[config.mk]
export PLATFORM = sky130hd
export DESIGN_NAME = feature_map_arbiter
export DESIGN_NICKNAME = d
export VERILOG_FILES = /design/src/rtl/feature_map_arbiter.sv
export SDC_FILE = /design/constraint.sdc
export NUM_CORES = 1
export LEC_CHECK = 0
export ABC_AREA = 1
export BUFFER_PORTS_ARGS = -buffer_cell sky130_fd_sc_hd__buf_2
export CORE_AREA = 3 3 129 131
export DETAILED_ROUTE_END_ITERATION = 16
export DIE_AREA = 0 0 132 134
export SLEW_MARGIN = 10
export SYNTH_ARGS = -nofsm -noshare
export SYNTH_HDL_FRONTEND = slang
export SYNTH_SLANG_ARGS = --single-unit
[constraint.sdc]
create_clock -name clk -period 4.9 [get_ports clk]
set_clock_uncertainty 0.2 [all_clocks]
set_input_delay 0.98 -clock clk [delete_from_list [all_inputs] [get_ports clk]]
set_output_delay 0.98 -clock clk [all_outputs]
set_load 0.005 [all_outputs]
[src/rtl/feature_map_arbiter.sv]
// Session arbiter for the shared feature-map BRAM (port A read, port B write).
// Grants whole sessions to conv (0) or fire (1) and maps {x,y} coordinates to linear addresses.
module feature_map_arbiter #(
  parameter int unsigned BITS_PER_COORDINATE = 8,
  parameter int unsigned IMG_WIDTH           = 32,
  parameter int unsigned IMG_HEIGHT          = 32,
  parameter int unsigned OUT_CHANNELS        = 4,
  parameter int unsigned BITS_PER_NEURON     = 12,
  localparam int unsigned DATA_W = OUT_CHANNELS * BITS_PER_NEURON,
  localparam int unsigned ADDR_W = $clog2(IMG_WIDTH * IMG_HEIGHT),
  localparam int unsigned CW     = 2 * BITS_PER_COORDINATE
) (
  input  logic                   clk,
  input  logic                   rst_n,
  input  logic [1:0]             s_session,
  output logic [1:0]             s_grant,
  input  logic [1:0]             s_rd_req,
  input  logic [1:0][CW-1:0]     s_rd_coord,
  output logic [1:0]             s_rd_valid,
  output logic [DATA_W-1:0]      s_rd_data,
  input  logic [1:0]             s_wr_req,
  input  logic [1:0][CW-1:0]     s_wr_coord,
  input  logic [1:0][DATA_W-1:0] s_wr_data,
  output logic                   bram_rd_en,
  output logic [ADDR_W-1:0]      bram_rd_addr,
  input  logic [DATA_W-1:0]      bram_rd_data,
  output logic                   bram_wr_en,
  output logic [ADDR_W-1:0]      bram_wr_addr,
  output logic [DATA_W-1:0]      bram_wr_data,
  output logic                   protocol_error
);
  localparam int unsigned BPC = BITS_PER_COORDINATE;

  typedef enum logic [1:0] {StIdle, StGrantConv, StGrantFire, StDrain} state_e;

  state_e      state_q, state_d;
  logic [1:0]  grant_q, grant_d;
  logic [1:0]  rd_valid_q, rd_valid_d;
  logic        last_fire_q, last_fire_d;
  logic        err_q, err_d;
  logic        own;
  logic        rd_ok, wr_ok;

  function automatic logic coord_ok(input logic [CW-1:0] c);
    return (32'(c[CW-1 -: BPC]) < IMG_WIDTH) && (32'(c[BPC-1:0]) < IMG_HEIGHT);
  endfunction

  function automatic logic [ADDR_W-1:0] coord_addr(input logic [CW-1:0] c);
    return ADDR_W'(c[BPC-1:0]) * ADDR_W'(IMG_WIDTH) + ADDR_W'(c[CW-1 -: BPC]);
  endfunction

  always_comb begin
    state_d     = state_q;
    grant_d     = grant_q;
    last_fire_d = last_fire_q;
    case (state_q)
      StIdle: begin
        // Round-robin on a tie: the requester that did not own the last session wins.
        if (s_session[0] && (!s_session[1] || last_fire_q)) begin
          state_d = StGrantConv;
          grant_d = 2'b01;
        end else if (s_session[1]) begin
          state_d = StGrantFire;
          grant_d = 2'b10;
        end
      end
      StGrantConv: begin
        if (!s_session[0]) begin
          state_d     = StDrain;
          grant_d     = 2'b00;
          last_fire_d = 1'b0;
        end
      end
      StGrantFire: begin
        if (!s_session[1]) begin
          state_d     = StDrain;
          grant_d     = 2'b00;
          last_fire_d = 1'b1;
        end
      end
      StDrain: state_d = StIdle;
      default: begin
        state_d = StIdle;
        grant_d = 2'b00;
      end
    endcase
  end

  always_comb begin
    own   = grant_q[1];
    rd_ok = (grant_q != 2'b00) && s_rd_req[own] && coord_ok(s_rd_coord[own]);
    wr_ok = (grant_q != 2'b00) && s_wr_req[own] && coord_ok(s_wr_coord[own]);
    err_d = err_q;
    // Any request not from the current owner, or off the map, is flagged.
    for (int i = 0; i < 2; i++) begin
      if (s_rd_req[i] && !(grant_q[i] && coord_ok(s_rd_coord[i]))) err_d = 1'b1;
      if (s_wr_req[i] && !(grant_q[i] && coord_ok(s_wr_coord[i]))) err_d = 1'b1;
    end
    rd_valid_d     = rd_ok ? grant_q : 2'b00;
    bram_rd_en     = rd_ok;
    bram_rd_addr   = rd_ok ? coord_addr(s_rd_coord[own]) : '0;
    bram_wr_en     = wr_ok;
    bram_wr_addr   = wr_ok ? coord_addr(s_wr_coord[own]) : '0;
    bram_wr_data   = wr_ok ? s_wr_data[own] : '0;
    s_grant        = grant_q;
    s_rd_valid     = rd_valid_q;
    s_rd_data      = (rd_valid_q != 2'b00) ? bram_rd_data : '0;
    protocol_error = err_q;
  end

  always_ff @(posedge clk or negedge rst_n) begin
    if (!rst_n) begin
      state_q     <= StIdle;
      grant_q     <= 2'b00;
      rd_valid_q  <= 2'b00;
      last_fire_q <= 1'b1;
      err_q       <= 1'b0;
    end else begin
      state_q     <= state_d;
      grant_q     <= grant_d;
      rd_valid_q  <= rd_valid_d;
      last_fire_q <= last_fire_d;
      err_q       <= err_d;
    end
  end

endmodule
=== Word-level counts from Yosys, hierarchy flattened ===
Index checks and enable logic that the tools add are counted.
W data, S select, Z words.

* Bits in registers: 8
* Memories kept: 0
* Memory bits (read-only): 0
* Logic and storage cells: 90
* Output and inout bits: 123
* Input port bits: 216
* Bits in writable memories: 0
* Bits in latches: 0

* Div/mod/pow operators: 0
* Shifts and indexed selects: 0
* Mux-type cells: 30
* Equal/unequal tests: 6
* $add $sub $neg: 2
* Multipliers: 0
* Bitwise gates (word level): 0
* $lt $le $gt $ge: 13
* Reductions and logical operators: 34

{| class="wikitable"
|+ Operator list
! operator !! number
|-
| $mux W48 || 4
|-
| $lt A8 B6 Y1 const B || 12
|-
| $mux W16 || 4
|-
| $add A10 B8 Y10 || 2
|-
| $mux W10 || 2
|-
| $logic_and A1 B1 Y1 || 19
|-
| $mux W2 || 7
|-
| $mux W1 || 10
|-
| $pmux W2 S4 || 1
|-
| $pmux W2 S3 || 1
|-
| $reduce_and A3 Y1 || 2
|-
| $reduce_bool A2 Y1 || 3
|-
| $logic_not A1 Y1 || 5
|-
| $eq A2 B2 Y1 const B || 2
|-
| $ne A2 B2 Y1 const B || 2
|-
| $reduce_and A4 Y1 || 1
|-
| $reduce_bool A4 Y1 || 1
|-
| $ne A3 B3 Y1 const B || 1
|-
| $reduce_bool A3 Y1 || 1
|-
| $eq A2 B1 Y1 const B || 1
|-
| $logic_not A2 Y1 || 1
|-
| $lt A1 B2 Y1 const B || 1
|-
| $pmux W1 S2 || 1
|-
| $logic_or A1 B1 Y1 || 1
|}

=== Longest topological paths before layout ===
Gate-level depths: netlist of run 1.

* Word-level depth: 9
* Gate-level depth with buffers: 13
* Depth with buffers taken out: 11

=== Worst setup path after synthesis of run 1 ===
OpenSTA, ideal clock, no wires.

* Path type: in2out
* Start point: in s_wr_coord[29] (netlist bit)
* End point: out bram_wr_addr[9]
* Setup slack: 1.551 ns
* Stages on the path: 10
* Path buffers: 0
* Data required time: 3.720 ns
* Arrival: 2.169 ns
* Cell sequence: nand2_1 nand2_1 ha_1 inv_1 fa_1 o21ai_0 nand2_1 nand3_1 nand2_1 nor2_1

* Cells in the longest elaborated chain, start to end: 6
* Elaborated cells on any way between the ends: 7
* Those cells by class: add/sub (1); order compare (1); mux (3); reduce/logical (2)

{| class="wikitable"
|+ Ends and longest elaborated chain
! item !! line !! text
|-
| start: declaration || 22 || <nowiki>input logic [1:0][CW-1:0] s_wr_coord,</nowiki>
|-
| $mux W16 (not written as such) * (2 in a row) || 92, 103 ||
|-
| $lt A8 B6 Y1 || 45 || <nowiki>return (32'(c[CW-1 -: BPC]) < IMG_WIDTH) && (32'(c[BPC-1:0]) < IMG_HEIGHT);</nowiki>
|-
| $logic_and A1 B1 Y1 || 45 ||
|-
| $logic_and A1 B1 Y1 || 92 || <nowiki>wr_ok = (grant_q != 2'b00) && s_wr_req[own] && coord_ok(s_wr_coord[own]);</nowiki>
|-
| $mux W10 * || 103 || <nowiki>bram_wr_addr = wr_ok ? coord_addr(s_wr_coord[own]) : '0;</nowiki>
|-
| end: declaration || 28 || <nowiki>output logic [ADDR_W-1:0] bram_wr_addr,</nowiki>
|}

Mark *: on every way between the ends. The rest lies on a longest branch, timed or not. The select of a mux whose other input is x is not followed.

=== Final worst setup path of run 1 ===
* Start point: reg grant_q[1], in the netlist s_grant[1]
* End point: out bram_rd_addr[9]

* Cells in the longest elaborated chain, start to end: 6
* Elaborated cells on any way between the ends: 12
* Those cells by class: add/sub (1); order compare (2); mux (5); reduce/logical (4)

{| class="wikitable"
|+ Ends and longest elaborated chain
! item !! line !! text
|-
| start: declaration || 37 || <nowiki>logic [1:0] grant_q, grant_d;</nowiki>
|-
| start signal: assignment || 120 || <nowiki>grant_q <= grant_d;</nowiki>
|-
| $mux W16 (not written as such) (2 in a row) || 91, 101 ||
|-
| $lt A8 B6 Y1 || 45 ||
|-
| $logic_and A1 B1 Y1 || 45 ||
|-
| $logic_and A1 B1 Y1 || 91 || <nowiki>rd_ok = (grant_q != 2'b00) && s_rd_req[own] && coord_ok(s_rd_coord[own]);</nowiki>
|-
| $mux W10 * || 101 || <nowiki>bram_rd_addr = rd_ok ? coord_addr(s_rd_coord[own]) : '0;</nowiki>
|-
| end: declaration || 25 || <nowiki>output logic [ADDR_W-1:0] bram_rd_addr,</nowiki>
|}

Marks and branches as above.

==> results of run 1 <==
cell usage in the layout, fill, tap and decap left out, drive strengths merged:
| cell type | count |
|---|---|
| diode | 1 |
| nand2 | 85 |
| xor2 | 2 |
| inv | 92 |
| a22o | 1 |
| fa | 2 |
| ha | 11 |
| o21ai | 8 |
| clkbuf | 4 |
| nand3 | 16 |
| dfrtp | 7 |
| buf | 341 |
| nand4 | 1 |
| mux2i | 58 |
| or2 | 2 |
| nor2 | 137 |
| xnor2 | 2 |
| dfstp | 1 |
routing by layer:
metal	routed length, um	track usage	vias to the layer above
met4	95	0.0158	6
met2	5570	0.197	146
met5	34	0	-
li1	-	-	1970
met3	1020	0.0296	14
met1	5160	0.162	1549
worst max path at each step:
| stage | cells past startpoint | end | slack [ps] | start |
|---|---|---|---|---|
| 2_1_floorplan | 10 | bram_wr_addr[9] | 1550 | s_wr_coord[29] |
| 3_3_place_gp | 12 | bram_wr_addr[9] | 1130 | s_wr_coord[13] |
| 3_5_place_dp | 10 | bram_wr_data[8] | 1130 | s_wr_coord[7] |
| 4_1_cts | 12 | bram_rd_addr[9] | 970 | s_grant[1]$_DFFE_PN0P_ |
| 5_1_grt | 12 | bram_wr_addr[9] | 750 | s_grant[1]$_DFFE_PN0P_ |
| 6_report | 12 | bram_rd_addr[9] | 1030 | s_grant[1]$_DFFE_PN0P_ |
final cells by class:
type / count / share of cell area
timing repair buffer: 341 / 0.389
antenna: 1 / 0.000568
sequential: 8 / 0.0466
clock buffer: 4 / 0.0179
tap: 216 / 0.0613
inverter: 92 / 0.0783
multi-input combinational: 325 / 0.406
through the flow:
step | total power [mW] | cell area, um2 | util
after floorplan | 0.713 | 2450 | -
after global placement | 0.944 | 4330 | 0.275
after detailed placement | 0.948 | 4330 | 0.275
after CTS | 1.09 | 4410 | 0.280
after global routing | 1.20 | 4410 | 0.281
final | 1.08 | 4410 | 0.281
kinds of logic after synthesis:
| kind of cell | Yosys count | share of synthesized area |
|---|---|---|
| compound gates | 9 | 0.0199 |
| xor+xnor | 4 | 0.0143 |
| fa+ha+maj | 13 | 0.0724 |
| buf+inv | 114 | 0.193 |
| flops | 8 | 0.0821 |
| mux | 58 | 0.236 |
| simple gates | 241 | 0.382 |
tightest hold or removal path: stages, from the launching register on:
cell and delay, ps:
dfrtp_1 390, nand2_1 70, nand2_1 60
state kept, by name, indices dropped and copies added (netlist names):
| register | flops |
|---|---|
| last_fire_q | 1 |
| s_grant | 2 |
| state_q | 2 |
| protocol_error | 1 |
| s_rd_valid | 2 |
power groups by stage:
stage	registers [mW]	clock network [mW]	logic [mW]
floorplan	0.107	0	0.605
global placement	0.135	0	0.810
detailed placement	0.133	0	0.814
CTS	0.133	0.142	0.818
global route	0.138	0.147	0.915
finish	0.132	0.140	0.808
==> flow_metrics.tcl, run 1 <==
set metrics [dict create \
    cp_slowest_cell "dfrtp_4" \
    syn_nets 676 \
    netlist_top_cells_count "137 x nor2_1, 90 x inv_1, 85 x nand2_1" \
    grt_first_pass_wirelength_mm 17.7 \
    layout_setup_ws_ps 1030 \
    sw_frac_of_total 0.481 \
    stdcell_count 987 \
    syn_inst 447 \
    ys_top_cells_by_area "mux2i_1 24%, nor2_1 21%, inv_1 14%" \
    antenna_found_initial 4 \
    cts_tree "yes" \
    vdd.ir_drop.worst_uv 223 \
    worstHoldStart "state_q[1]$_DFFE_PN0P_" \
    drive_gt1_frac 0.458 \
    end_kind "output port" \
    crit_top_cell "nand2_1" \
    antenna_left 0 \
    fmax_ghz 0.259 \
    synth_top_area_frac 0.236 \
    fin_nets 1000 \
    cts-root-buf "clkbuf_16" \
    dpl_worst_slack_ps 1130 \
    grt_use_total 0.119 \
    rows 46 \
    die-area_um2 17700 \
    worst-path-buf-inv 3 \
    crit_family "flip-flops" \
    die_h_um 134 \
    whs_ps 349 \
    regArea_um2 205 \
    tightest_slew_ps 945 \
    syn_area_um2 2450 \
    via_per_inst 3.73 \
    start_util 0.156 \
    p_comb_frac 0.748 \
    routedWlPerCell_um 12.0 \
    p_leak_nw 3.07 \
    sequentialPowerShare 0.122 \
    core_um2 15700 \
    status "completed" \
    hold_path_class "register to register" \
    crit_chain "inv_2, nand2_1, nand2_1, ha_1, inv_1, fa_1, o21ai_0, nand2_1, nand3_1, nand2_1, nor2_1, buf_2" \
    path_max_fanout 23 \
    rr_worst_depth 7 \
    p_clk_frac 0.130 \
    dpl.hpwl_mm 10.4 \
    cts.sinks 8 \
    multiInputGateArea_um2 1790 \
    whs_path_depth 2 \
    post-route-period-util 0.789 \
    synthArstFlopShare 1.00 \
    fillers 1829 \
    synth-warning-count 0 \
    ys_types 23 \
    r2r_end "s_rd_valid[0]$_DFF_PN0_" \
    grt_setup_unrepaired "no" \
    drt_iter0_drc 125 \
    finalCriticalPeriod_ps 3870 \
    r2r_setup_slack_ps 2770 \
    die_w_um 132 \
    drc 0 \
    drv_cap 0 \
    worst_slew_margin_rel 0.369 \
    htree_levels 1 \
    finalHoldViolations 0 \
    synth-edff-count 0 \
    syn_area_per_cell_um2 5.49 \
    drt_wl_total_mm 11.9 \
    ys.flop_type "dfrtp_1" \
    grt_overflow 0 \
    hold_buffers 0 \
    grt_max_degree 58 \
    clk_latency_ps 230 \
    port_buffers 338 \
    gp_congestion 0.757 \
    yosysMostFrequentCell "nor2_1" \
    ys_seq_area_frac 0.0821 \
    cp_slowest_stage_delay_ps 580 \
    worst_ep_arrival_time_ps 2690 \
    cts_buffers 3 \
    ioPinCount 339 \
    p_per_area_nw_per_um2 245 \
    p_switching_mw 0.520 \
    placedCellCount 982 \
    critPathRequiredTime_ps 3720 \
    cts-resized-gates 0 \
    maxSlewViolCount 0 \
    fin_tns_setup_ps 0 \
    internal-power_mw 0.561 \
    vias 3685 \
    post-cts-setup-buffer-count 0 \
    synth-seq-cells 8 \
    synth_top_area_cell "mux2i_1" \
    clock_path_buffers 2 \
    clkTransAtPathRegs_ps 40 \
    setup_violations 0 \
    path_class "register to output port" \
    area_delta_synth_final_pct 79.6 \
    start_kind "register" \
    min_to "state_q[1]$_DFFE_PN0P_" \
    r2r_start "s_grant[1]$_DFFE_PN0P_" \
    grt_pass1_vias 3377 \
    firstDrtPassIters 4 \
]
Power figures use the tool's default switching activity.
==> run 2, diff against run 1 <==
Settings changed: CORE_AREA 3 3 129 131 to 3 3 132 134, DIE_AREA 0 0 132 134 to 0 0 135 137.
Clock period 4.9 ns to 3.5 ns, I/O delays scaled along.
==> run 2 against run 1 <==
  * First-iteration DRC count down 8.8%
  * Non-clock buffer count up 4
  * Total power up 40%
  * Sequential cell count unchanged
  * Cell count up 0.81%
  * Highest routed layer unchanged
==> flow_metrics.tcl, run 2 (same netlist as run 1, synthesis figures left out) <==
set metrics [dict create \
    vdd.ir_drop.worst_uv 173 \
    path_class "register to output port" \
    finalHoldViolations 0 \
    area_delta_synth_final_pct 81.9 \
    critPathRequiredTime_ps 2600 \
    worst-path-buf-inv 3 \
    dpl.hpwl_mm 10.1 \
    globalRouteMet2Util 0.179 \
    crit_start "s_grant[1]$_DFFE_PN0P_" \
    cts_buffers 3 \
    use_met3 0.0110 \
    drv_cap 0 \
    rr_worst_depth 7 \
    grt_setup_unrepaired "no" \
    grt.busiest_layer "met2" \
    grt_use_total 0.105 \
    antenna_left 0 \
    drt_wl_total_mm 11.7 \
    worst_slew_margin_rel 0.363 \
    drc 0 \
    die_w_um 135 \
    die_h_um 137 \
    die-area_um2 18500 \
    fillers 1845 \
    sequentialPowerShare 0.106 \
    grt_first_pass_wirelength_mm 15.7 \
    drive_gt1_frac 0.461 \
    crit_path_end "bram_wr_addr[9]" \
    tightest_slew_ps 953 \
    vias 3621 \
    clk_latency_ps 230 \
    gp_congestion 0.755 \
    final_common_cell "buf_2" \
    fin_nets 1004 \
    cp_slowest_cell "dfrtp_4" \
    met1_usage 0.144 \
    hold_path_class "input port to asynchronous set/reset pin" \
    power_mw 1.51 \
    r2r_setup_slack_ps 1690 \
    via_per_inst 3.64 \
    p_leak_nw 3.10 \
    placedCellCount 990 \
    finalCriticalPeriod_ps 3240 \
    cts-root-buf "clkbuf_16" \
    rows 47 \
    r2r_end "s_rd_valid[1]$_DFF_PN0_" \
    crit_family "adder cells" \
    maxSlewViolCount 0 \
    final_cell_mix "338 x buf_2, 136 x nor2_1, 90 x inv_1" \
    fin_tns_setup_ps 0 \
    post-route-period-util 0.927 \
    setup_violations 0 \
    ioPinCount 339 \
    core_um2 16400 \
    end_kind "output port" \
    sw_frac_of_total 0.476 \
    status "completed" \
    crit_chain "inv_6, nand2_1, nand2_1, ha_1, inv_1, fa_1, o21ai_0, nand2_1, nand3_1, nand2_1, nor2_1, buf_2" \
    drt_iter0_drc 114 \
    final_util 0.272 \
    port_buffers 338 \
    cp_slowest_stage_delay_ps 500 \
    routedWlPerCell_um 11.7 \
    p_comb_frac 0.764 \
    p_clk_frac 0.130 \
    grt_max_degree 49 \
    fmax_ghz 0.308 \
    clock_path_buffers 2 \
    clkTransAtPathRegs_ps 40 \
    start_util 0.150 \
    antenna_found_initial 2 \
    dpl_worst_slack_ps 276 \
    grt_overflow 0 \
    r2r_start "s_grant[1]$_DFFE_PN0P_" \
    layout_setup_ws_ps 256 \
    path_depth 12 \
    p_per_area_nw_per_um2 339 \
    grt_pass1_vias 3066 \
    hold_buffers 0 \
    start_kind "register" \
    internal-power_mw 0.794 \
    p_switching_mw 0.720 \
    path_max_fanout 23 \
    crit_top_cell "nand2_1" \
    firstDrtPassIters 4 \
    stdcell_count 995 \
    htree_levels 1 \
    worst_ep_arrival_time_ps 2340 \
    cts.sinks 8 \
    cts_tree "yes" \
]
[run 2: cell types whose count changed in the layout (fill, tap and decap cells not counted), sizes merged]
cell / previous run / this run
buf: 341 / 345
[run 2: layer usage]
metal | wire length [um] | part of all wire
met5 | 13 | 0.0011
met3 | 811 | 0.070
met1 | 5040 | 0.43
met4 | 107 | 0.0092
met2 | 5690 | 0.49
[run 2: repair_timing]
action / 4_1_cts / 5_1_grt
setup endpoints to repair: 0 / 43
resized for setup: 0 / 4
setup buffers: 0 / 0
[run 2: worst min-delay path by stage]
stage                                            end  cells past startpoint                  startpoint
final                        s_rd_valid[0]$_DFF_PN0_                      1                       rst_n
after floorplan           protocol_error$_DFFE_PN0P_                      0                       rst_n
after CTS                    s_rd_valid[0]$_DFF_PN0_                      1                       rst_n
after global placement    protocol_error$_DFFE_PN0P_                      4  protocol_error$_DFFE_PN0P_
after global routing         s_rd_valid[0]$_DFF_PN0_                      1                       rst_n
after detailed placement      state_q[1]$_DFFE_PN0P_                      2      state_q[1]$_DFFE_PN0P_
[run 2: through the flow]
| step | area (um2) | hold slack, ps |
|---|---|---|
| floorplan | 2450 | 204 |
| detailed placement | 4370 | 337 |
| global placement | 4370 | 325 |
| CTS | 4450 | 117 |
| finish | 4460 | 109 |
| global route | 4460 | 122 |
[run 2: cell type report]
| class | instances | area [um2] | area share |
|---|---|---|---|
| inverters | 92 | 350 | 0.0785 |
| multi-input cells | 325 | 1790 | 0.401 |
| repair buffers | 345 | 1760 | 0.394 |
| clock buffers | 4 | 78.8 | 0.0177 |
| diodes | 1 | 2.50 | 0.000561 |
| well taps | 220 | 275 | 0.0617 |
| flip-flops and latches | 8 | 205 | 0.0460 |
[run 2: worst register-to-register path: stages (launching register included)]
cell     delay, ps
dfrtp_4        500
inv_6          160
nand2_1         70
nand2_1        120
nand2_1         70
nor2_1         120
nand3_2        280
nor2_1         200
[run 2: power by group through the flow]
stage / Combinational, mW / Sequential [mW] / Clock, mW
floorplan: 0.848 / 0.150 / 0
global placement: 1.15 / 0.155 / 0
detailed placement: 1.16 / 0.156 / 0
CTS: 1.17 / 0.155 / 0.200
global route: 1.32 / 0.163 / 0.210
finish: 1.16 / 0.161 / 0.197
